<file path="src/rtl/atomic_update_scheduler_if.sv">
// Handshake bundle between the update requesters and atomic_update_scheduler.
//
// Parameters:
//   N_PROC      number of procedural requesters
//   N_CONT      number of continuous-update requesters
// Signals:
//   proc_req    per-requester request / beat valid
//   proc_last   final beat of a procedural sequence (qualified by req & gnt)
//   proc_gnt    one-hot procedural grant (registered)
//   cont_req    single-beat continuous update requests
//   cont_gnt    one-hot continuous grant (registered)
//   busy        scheduler is not idle
//   owner_cont  current grant belongs to the continuous class
//   owner_id    index of the granted requester, 0 when idle
//   timeout     one-cycle pulse on a forced release of a stalled sequence
// Modports:
//   master      requester side
//   slave       scheduler side
interface atomic_update_scheduler_if #(
  parameter int N_PROC = 4,
  parameter int N_CONT = 2
);
  logic [N_PROC-1:0] proc_req;
  logic [N_PROC-1:0] proc_last;
  logic [N_PROC-1:0] proc_gnt;
  logic [N_CONT-1:0] cont_req;
  logic [N_CONT-1:0] cont_gnt;
  logic              busy;
  logic              owner_cont;
  logic [3:0]        owner_id;
  logic              timeout;

  modport master (
    output proc_req, proc_last, cont_req,
    input  proc_gnt, cont_gnt, busy, owner_cont, owner_id, timeout
  );

  modport slave (
    input  proc_req, proc_last, cont_req,
    output proc_gnt, cont_gnt, busy, owner_cont, owner_id, timeout
  );
endinterface

</file>
<file path="src/rtl/atomic_update_scheduler.sv">
// Arbitrates one shared state-update port between N_PROC procedural
// requesters (multi-beat, atomic once granted) and N_CONT continuous-update
// requesters (single-beat, batched between procedural sequences).
//
// Ports:
//   clk    rising-edge clock
//   rst_n  asynchronous active-low reset
//   bus    atomic_update_scheduler_if.slave (requests in; grants, busy,
//          owner_cont, owner_id, timeout out -- all registered)
//
// state    | meaning
// ---------+---------------------------------------------------------------
// IDLE     | no grant outstanding; arbitrate every cycle (cont first)
// PROC_RUN | one procedural requester owns the port until its last beat
//          | or until the idle watchdog forces a release
// CONT_RUN | serving a batch of continuous requests, one cycle per grant
module atomic_update_scheduler #(
  parameter int N_PROC   = 4,
  parameter int N_CONT   = 2,
  parameter int MAX_IDLE = 16
) (
  input logic                     clk,
  input logic                     rst_n,
  atomic_update_scheduler_if.slave bus
);

  localparam int PW = (N_PROC > 1) ? $clog2(N_PROC) : 1;
  localparam int IW = $clog2(MAX_IDLE);
  localparam logic [IW-1:0] IDLE_LIMIT = IW'(MAX_IDLE - 1);

  typedef enum logic [1:0] {IDLE, PROC_RUN, CONT_RUN} state_t;

  state_t            state;
  logic [PW-1:0]     rr_ptr;
  logic [IW-1:0]     idle_cnt;
  logic [N_CONT-1:0] served;

  logic              proc_beat;
  logic              proc_done;
  logic [PW-1:0]     rr_after_owner;
  logic [PW-1:0]     arb_base;
  logic [N_PROC-1:0] proc_rot;
  logic              proc_found;
  logic [3:0]        proc_idx;
  logic [N_PROC-1:0] proc_pick;
  logic [N_CONT-1:0] cont_pend;
  logic [N_CONT-1:0] cont_pick;
  logic [3:0]        cont_idx;

  // Arbitration outcome, evaluated the same way from every state.
  state_t            arb_state;
  logic [N_PROC-1:0] arb_proc_gnt;
  logic [N_CONT-1:0] arb_cont_gnt;
  logic [3:0]        arb_owner;
  logic              arb_cont;

  always_comb begin
    // Only the owner holds a grant, so masking with proc_gnt isolates its
    // beat and last without indexing by owner.
    proc_beat = |(bus.proc_req & bus.proc_gnt);
    proc_done = |(bus.proc_req & bus.proc_gnt & bus.proc_last);

    rr_after_owner = (int'(bus.owner_id) >= N_PROC - 1) ? '0
                                                         : PW'(int'(bus.owner_id) + 1);
    // On a procedural release the pointer advances in the same edge that
    // re-arbitrates, so search from the post-release value.
    arb_base = (state == PROC_RUN) ? rr_after_owner : rr_ptr;

    // Rotate so bit k corresponds to requester (arb_base + k) mod N_PROC.
    proc_rot   = N_PROC'({bus.proc_req, bus.proc_req} >> arb_base);
    proc_found = 1'b0;
    proc_idx   = '0;
    for (int k = 0; k < N_PROC; k++) begin
      if (!proc_found && proc_rot[k]) begin
        proc_found = 1'b1;
        proc_idx   = 4'((int'(arb_base) + k) % N_PROC);
      end
    end
    proc_pick = N_PROC'(1) << proc_idx;

    // A just-served requester drops its request one cycle late; excluding
    // both the served mask and the live grant keeps it from a double grant.
    // Outside CONT_RUN both masks are zero, so this is plain cont_req.
    cont_pend = bus.cont_req & ~(served | bus.cont_gnt);
    cont_pick = cont_pend & (~cont_pend + N_CONT'(1));
    cont_idx  = '0;
    for (int k = N_CONT - 1; k >= 0; k--) begin
      if (cont_pend[k]) cont_idx = 4'(k);
    end

    arb_state    = IDLE;
    arb_proc_gnt = '0;
    arb_cont_gnt = '0;
    arb_owner    = '0;
    arb_cont     = 1'b0;
    if (|cont_pend) begin
      arb_state    = CONT_RUN;
      arb_cont_gnt = cont_pick;
      arb_owner    = cont_idx;
      arb_cont     = 1'b1;
    end else if (proc_found) begin
      arb_state    = PROC_RUN;
      arb_proc_gnt = proc_pick;
      arb_owner    = proc_idx;
    end
  end

  always_ff @(posedge clk or negedge rst_n) begin
    if (!rst_n) begin
      state          <= IDLE;
      rr_ptr         <= '0;
      idle_cnt       <= '0;
      served         <= '0;
      bus.proc_gnt   <= '0;
      bus.cont_gnt   <= '0;
      bus.busy       <= 1'b0;
      bus.owner_cont <= 1'b0;
      bus.owner_id   <= '0;
      bus.timeout    <= 1'b0;
    end else begin
      bus.timeout <= 1'b0;
      case (state)
        IDLE: begin
          state          <= arb_state;
          bus.proc_gnt   <= arb_proc_gnt;
          bus.cont_gnt   <= arb_cont_gnt;
          bus.owner_id   <= arb_owner;
          bus.owner_cont <= arb_cont;
          bus.busy       <= (arb_state != IDLE);
          idle_cnt       <= '0;
          served         <= '0;
        end

        PROC_RUN: begin
          if (proc_done) begin
            rr_ptr         <= rr_after_owner;
            idle_cnt       <= '0;
            state          <= arb_state;
            bus.proc_gnt   <= arb_proc_gnt;
            bus.cont_gnt   <= arb_cont_gnt;
            bus.owner_id   <= arb_owner;
            bus.owner_cont <= arb_cont;
            bus.busy       <= (arb_state != IDLE);
          end else if (proc_beat) begin
            idle_cnt <= '0;
          end else if (idle_cnt == IDLE_LIMIT) begin
            // Stalled owner: release to IDLE and arbitrate on the next edge.
            rr_ptr         <= rr_after_owner;
            idle_cnt       <= '0;
            state          <= IDLE;
            bus.proc_gnt   <= '0;
            bus.cont_gnt   <= '0;
            bus.owner_id   <= '0;
            bus.owner_cont <= 1'b0;
            bus.busy       <= 1'b0;
            bus.timeout    <= 1'b1;
          end else begin
            idle_cnt <= idle_cnt + IW'(1);
          end
        end

        CONT_RUN: begin
          // Staying in the batch accumulates the mask; any exit clears it.
          served         <= (arb_state == CONT_RUN) ? (served | bus.cont_gnt) : '0;
          state          <= arb_state;
          bus.proc_gnt   <= arb_proc_gnt;
          bus.cont_gnt   <= arb_cont_gnt;
          bus.owner_id   <= arb_owner;
          bus.owner_cont <= arb_cont;
          bus.busy       <= (arb_state != IDLE);
          idle_cnt       <= '0;
        end

        default: begin
          state          <= IDLE;
          bus.proc_gnt   <= '0;
          bus.cont_gnt   <= '0;
          bus.owner_id   <= '0;
          bus.owner_cont <= 1'b0;
          bus.busy       <= 1'b0;
          idle_cnt       <= '0;
          served         <= '0;
        end
      endcase
    end
  end

endmodule

</file>
<file path="src/flat_wrapper.sv">
// flat-port wrapper written by rule: the top's interface ports become plain ports
module atomic_update_scheduler_flat 
#(
  parameter int N_PROC   = 4,
  parameter int N_CONT   = 2,
  parameter int MAX_IDLE = 16
)
  (clk, rst_n, bus_proc_req, bus_proc_last, bus_cont_req, bus_proc_gnt, bus_cont_gnt, bus_busy, bus_owner_cont, bus_owner_id, bus_timeout);
  atomic_update_scheduler_if #(.N_PROC(N_PROC), .N_CONT(N_CONT)) bus_i ();
  input logic clk;
  input logic rst_n;
  input wire logic [$bits(bus_i.proc_req)-1:0] bus_proc_req;
  input wire logic [$bits(bus_i.proc_last)-1:0] bus_proc_last;
  input wire logic [$bits(bus_i.cont_req)-1:0] bus_cont_req;
  output wire logic [$bits(bus_i.proc_gnt)-1:0] bus_proc_gnt;
  output wire logic [$bits(bus_i.cont_gnt)-1:0] bus_cont_gnt;
  output wire logic [$bits(bus_i.busy)-1:0] bus_busy;
  output wire logic [$bits(bus_i.owner_cont)-1:0] bus_owner_cont;
  output wire logic [$bits(bus_i.owner_id)-1:0] bus_owner_id;
  output wire logic [$bits(bus_i.timeout)-1:0] bus_timeout;
  assign bus_i.proc_req = bus_proc_req;
  assign bus_i.proc_last = bus_proc_last;
  assign bus_i.cont_req = bus_cont_req;
  assign bus_proc_gnt = bus_i.proc_gnt;
  assign bus_cont_gnt = bus_i.cont_gnt;
  assign bus_busy = bus_i.busy;
  assign bus_owner_cont = bus_i.owner_cont;
  assign bus_owner_id = bus_i.owner_id;
  assign bus_timeout = bus_i.timeout;
  atomic_update_scheduler #(.N_PROC(N_PROC), .N_CONT(N_CONT), .MAX_IDLE(MAX_IDLE)) u_core (.clk(clk), .rst_n(rst_n), .bus(bus_i));
endmodule
</file>
<file path="config.mk">
export PLATFORM = sky130hd
export DESIGN_NAME = atomic_update_scheduler_flat
export DESIGN_NICKNAME = d
export VERILOG_FILES = /design/src/rtl/atomic_update_scheduler_if.sv /design/src/rtl/atomic_update_scheduler.sv /design/src/flat_wrapper.sv
export SDC_FILE = /design/constraint.sdc
export NUM_CORES = 1
export LEC_CHECK = 0
export BUFFER_PORTS_ARGS = -buffer_cell sky130_fd_sc_hd__buf_4
export CORE_ASPECT_RATIO = 1.5
export CORE_MARGIN = 2
export CORE_UTILIZATION = 40
export DETAILED_ROUTE_END_ITERATION = 6
export PLACE_DENSITY = 0.72
export REMOVE_ABC_BUFFERS = 1
export SLEW_MARGIN = 20
export SYNTH_ARGS = -nofsm -noshare
export SYNTH_HDL_FRONTEND = slang
export SYNTH_SLANG_ARGS = --single-unit
</file>
<file path="constraint.sdc">
create_clock -name clk -period 2.2 [get_ports clk]
set_input_delay 0.44 -clock clk [delete_from_list [all_inputs] [get_ports clk]]
set_output_delay 0.44 -clock clk [all_outputs]
set_load 0.02 [all_outputs]
</file>
==> results.sh <==
export IMPL_core_um2=2850
export IMPL_numCtsBuffers=3
export IMPL_gr_total_overflow=0
export IMPL_worstReg2RegStart="u_core.bus.owner_id[0]"
export IMPL_synthTopCellsByArea="dfrtp_1 (43%), a32o_1 (4.3%), nand2_1 (3.8%)"
export IMPL_pwr_share_clk_pct=12.1
export IMPL_drc=0
export IMPL_portBuffers=22
export IMPL_row_count=24
export IMPL_nNetsFinal=158
export IMPL_p_int_mw=1.09
export IMPL_place_gp_congestion=0.914
export IMPL_synth_area_um2=1180
export IMPL_worstSetupPathType="flop to flop"
export IMPL_path_max_fanout=4
export IMPL_via_per_inst=5.86
export IMPL_p_seq_share_pct=32.3
export IMPL_skew_ns=0.00339
export IMPL_finalCritPeriodShare_pct=93.8
export IMPL_async_flop_share_pct=100
export IMPL_peakVddDrop_v=0.000653
export IMPL_r2r_cells=6
export IMPL_postSynthAreaPerCell_um2=9.89
export IMPL_power_switching_uw=847
export IMPL_die_h_um=70.4
export IMPL_reg2reg_slack_ns=0.14
export IMPL_cts_max_level=1
export IMPL_power_density_nw_per_um2=1360
export IMPL_synth_warnings=0
export IMPL_cp_end_kind="flop"
export IMPL_swShare_pct=43.8
export IMPL_period_minus_slack_ns=2.06
export IMPL_required_ns=2.39
export IMPL_p_leak_nw=0.646
export IMPL_critPathLaunch="u_core.bus.owner_id[0]"
export IMPL_track_usage_pct=19.0
export IMPL_netlist_top_cells_count="dfrtp_1 (20), nand2_1 (12), nor2_1 (10)"
export IMPL_rsz0062_at_grt="false"
export IMPL_p_total_mw=1.93
export IMPL_drt_first_iter_violations=33
export IMPL_syn_inst=119
export IMPL_startpoint_type="flop"
export IMPL_setup_viol=0
export IMPL_finalMaxSlewViolations=0
export IMPL_worst_slew_pin_slew_ns=0.698
export IMPL_arrival_ns=2.25
export IMPL_drt_total_wl_um=2870
export IMPL_die_width_um=48.3
export IMPL_num_io_pins=25
export IMPL_synth_cell_types=46
export IMPL_clk_pin_slew_ns=0.07
export IMPL_fmaxAchievable_ghz=0.484
export IMPL_hpwl_um=2180
export IMPL_setup_tns_ns=0
export IMPL_vias=1061
export IMPL_hold_class="input port to async pin"
export IMPL_hold_violations=0
export IMPL_drive_gt1_share_pct=26.8
export IMPL_cts_sinks=20
export IMPL_yosysMostFrequentCell="dfrtp_1"
export IMPL_grt_pass1_vias=1090
export IMPL_clock_latency_ns=0.25
export IMPL_post_route_util_pct=49.8
export IMPL_dr_pass1_iters=6
export IMPL_grt_pass1_wl_um=4750
export IMPL_diodes=0
export IMPL_yosysSeqAreaShare_pct=42.5
export IMPL_cts_buffer_depth=2
export IMPL_area_delta_synth_final_pct=20.7
export IMPL_drv_cap=0
export IMPL_slew_headroom_pct=53.4
export IMPL_p_comb_share_pct=55.6
export IMPL_initial_core_util_pct=41.3
export IMPL_wl_per_cell_um=15.9
export IMPL_synth_seq_cells=20
export IMPL_ys_flop_type="dfrtp_1"
export IMPL_grt_antenna_before_repair=0
export IMPL_timing_rr_end="u_core.bus.proc_gnt[3]"
export IMPL_yosysTopAreaCellShare_pct=42.5
export IMPL_grt_start_max_net_pins=21
export IMPL_status="finished clean"
export IMPL_synth_area_leader_cell="dfrtp_1"
export IMPL_synth_edff_count=0
export IMPL_cts_tree="done"
export IMPL_cts_root_buf="clkbuf_8"
export IMPL_cts_setup_buffers=0
export IMPL_die_area_um2=3400
export IMPL_drtAntennaViolNets=0
per-stage QoR:
step / std cells / hold slack [ns] / setup WS (ns) / area [µm²]
finish: 181 / 0.0518 / 0.135 / 1420
global route: 181 / 0.0714 / 0.0149 / 1420
CTS: 181 / 0.0612 / 0.0550 / 1420
detailed placement: 178 / 0.333 / 0.0717 / 1380
global placement: 178 / 0.330 / 0.112 / 1380
floorplan: 115 / 0.144 / 0.243 / 1150
logic make-up (layout without fill, tap and decap cells):
kind of cell               count (synthesis)  after routing  share of synthesized area [%]
AOI/OAI and AO/OA                         32             32                           22.0
xor gates and xnor gates                   1              1                          0.744
adders and majority gates                  2              2                           2.13
buffers and inverters                     11             33                           4.89
DFF                                       20             20                           42.5
muxes                                      7              7                           7.01
other                                      1              2                          0.319
and+or+nand+nor                           45             45                           20.4
registers in the layout, summed over array words and instances, names as in the netlist, 2 cells and up:
signal and cells:
u_core.idle_cnt 4, u_core.rr_ptr 2, u_core.bus.proc_gnt 4, u_core.bus.owner_id 2
u_core.served 2, u_core.bus.cont_gnt 2
layout make-up:
type | instances | area, µm²
sequential | 20 | 500
multi-input combinational | 89 | 628
fill | 288 | 1430
inverter | 6 | 22.5
timing repair buffer | 24 | 180
clock buffer | 3 | 41.3
tap | 39 | 48.8
placed cells by master, fill, tap and decap left out, types with 2 or more instances in the layout:
master    count
nor2_1       10
inv_1         6
dfrtp_1      20
o21ai_0       5
nor3_1        2
clkbuf_8      3
nand2_1      12
mux2_2        3
a31oi_1       4
nand3_1       5
a32o_1        5
and3_1        2
conb_1        2
ha_1          2
nor3b_1       2
mux2i_1       2
buf_4        24
a21oi_1       2
nand4_1       2
a22oi_1       2
nand4b_1      2
a22o_1        3
routing by layer:
layer	routed length (µm)	vias up	global-route usage [%]	part of all wire, %
met5	0	-	0	0
met4	125	0	11.1	4.4
met3	185	12	2.84	6.4
met2	1540	56	32.5	54
met1	1020	503	20.2	36
li1	-	490	-	-
power groups by stage:
stage	Sequential, mW	Combinational [mW]	Clock, mW
2_1_floorplan	0.690	0.636	0
3_3_place_gp	0.619	1.03	0
3_5_place_dp	0.628	1.06	0
4_1_cts	0.620	1.07	0.239
5_1_grt	0.644	1.19	0.252
6_report	0.625	1.08	0.235
how the worst max path moves through the flow:
stage	endpoint
after global placement	u_core.bus.proc_gnt[3]
after global routing	u_core.bus.owner_id[0]
after CTS	u_core.bus.proc_gnt[3]
after detailed placement	u_core.bus.proc_gnt[3]
after floorplan	u_core.bus.proc_gnt[3]
final	u_core.bus.proc_gnt[3]
worst max-delay path, stage by stage (launching register included):
cell and delay, ns:
dfrtp_1 0.41, ha_1 0.35, and4bb_2 0.24, a31oi_1 0.18, mux2i_1 0.15, a2111oi_4 0.46, a32o_1 0.22
what timing repair did:
action,CTS,global route
resized for setup,0,1
hold buffers,0,0
endpoints found under the setup margin,0,2
Power figures use the tool's default switching activity.
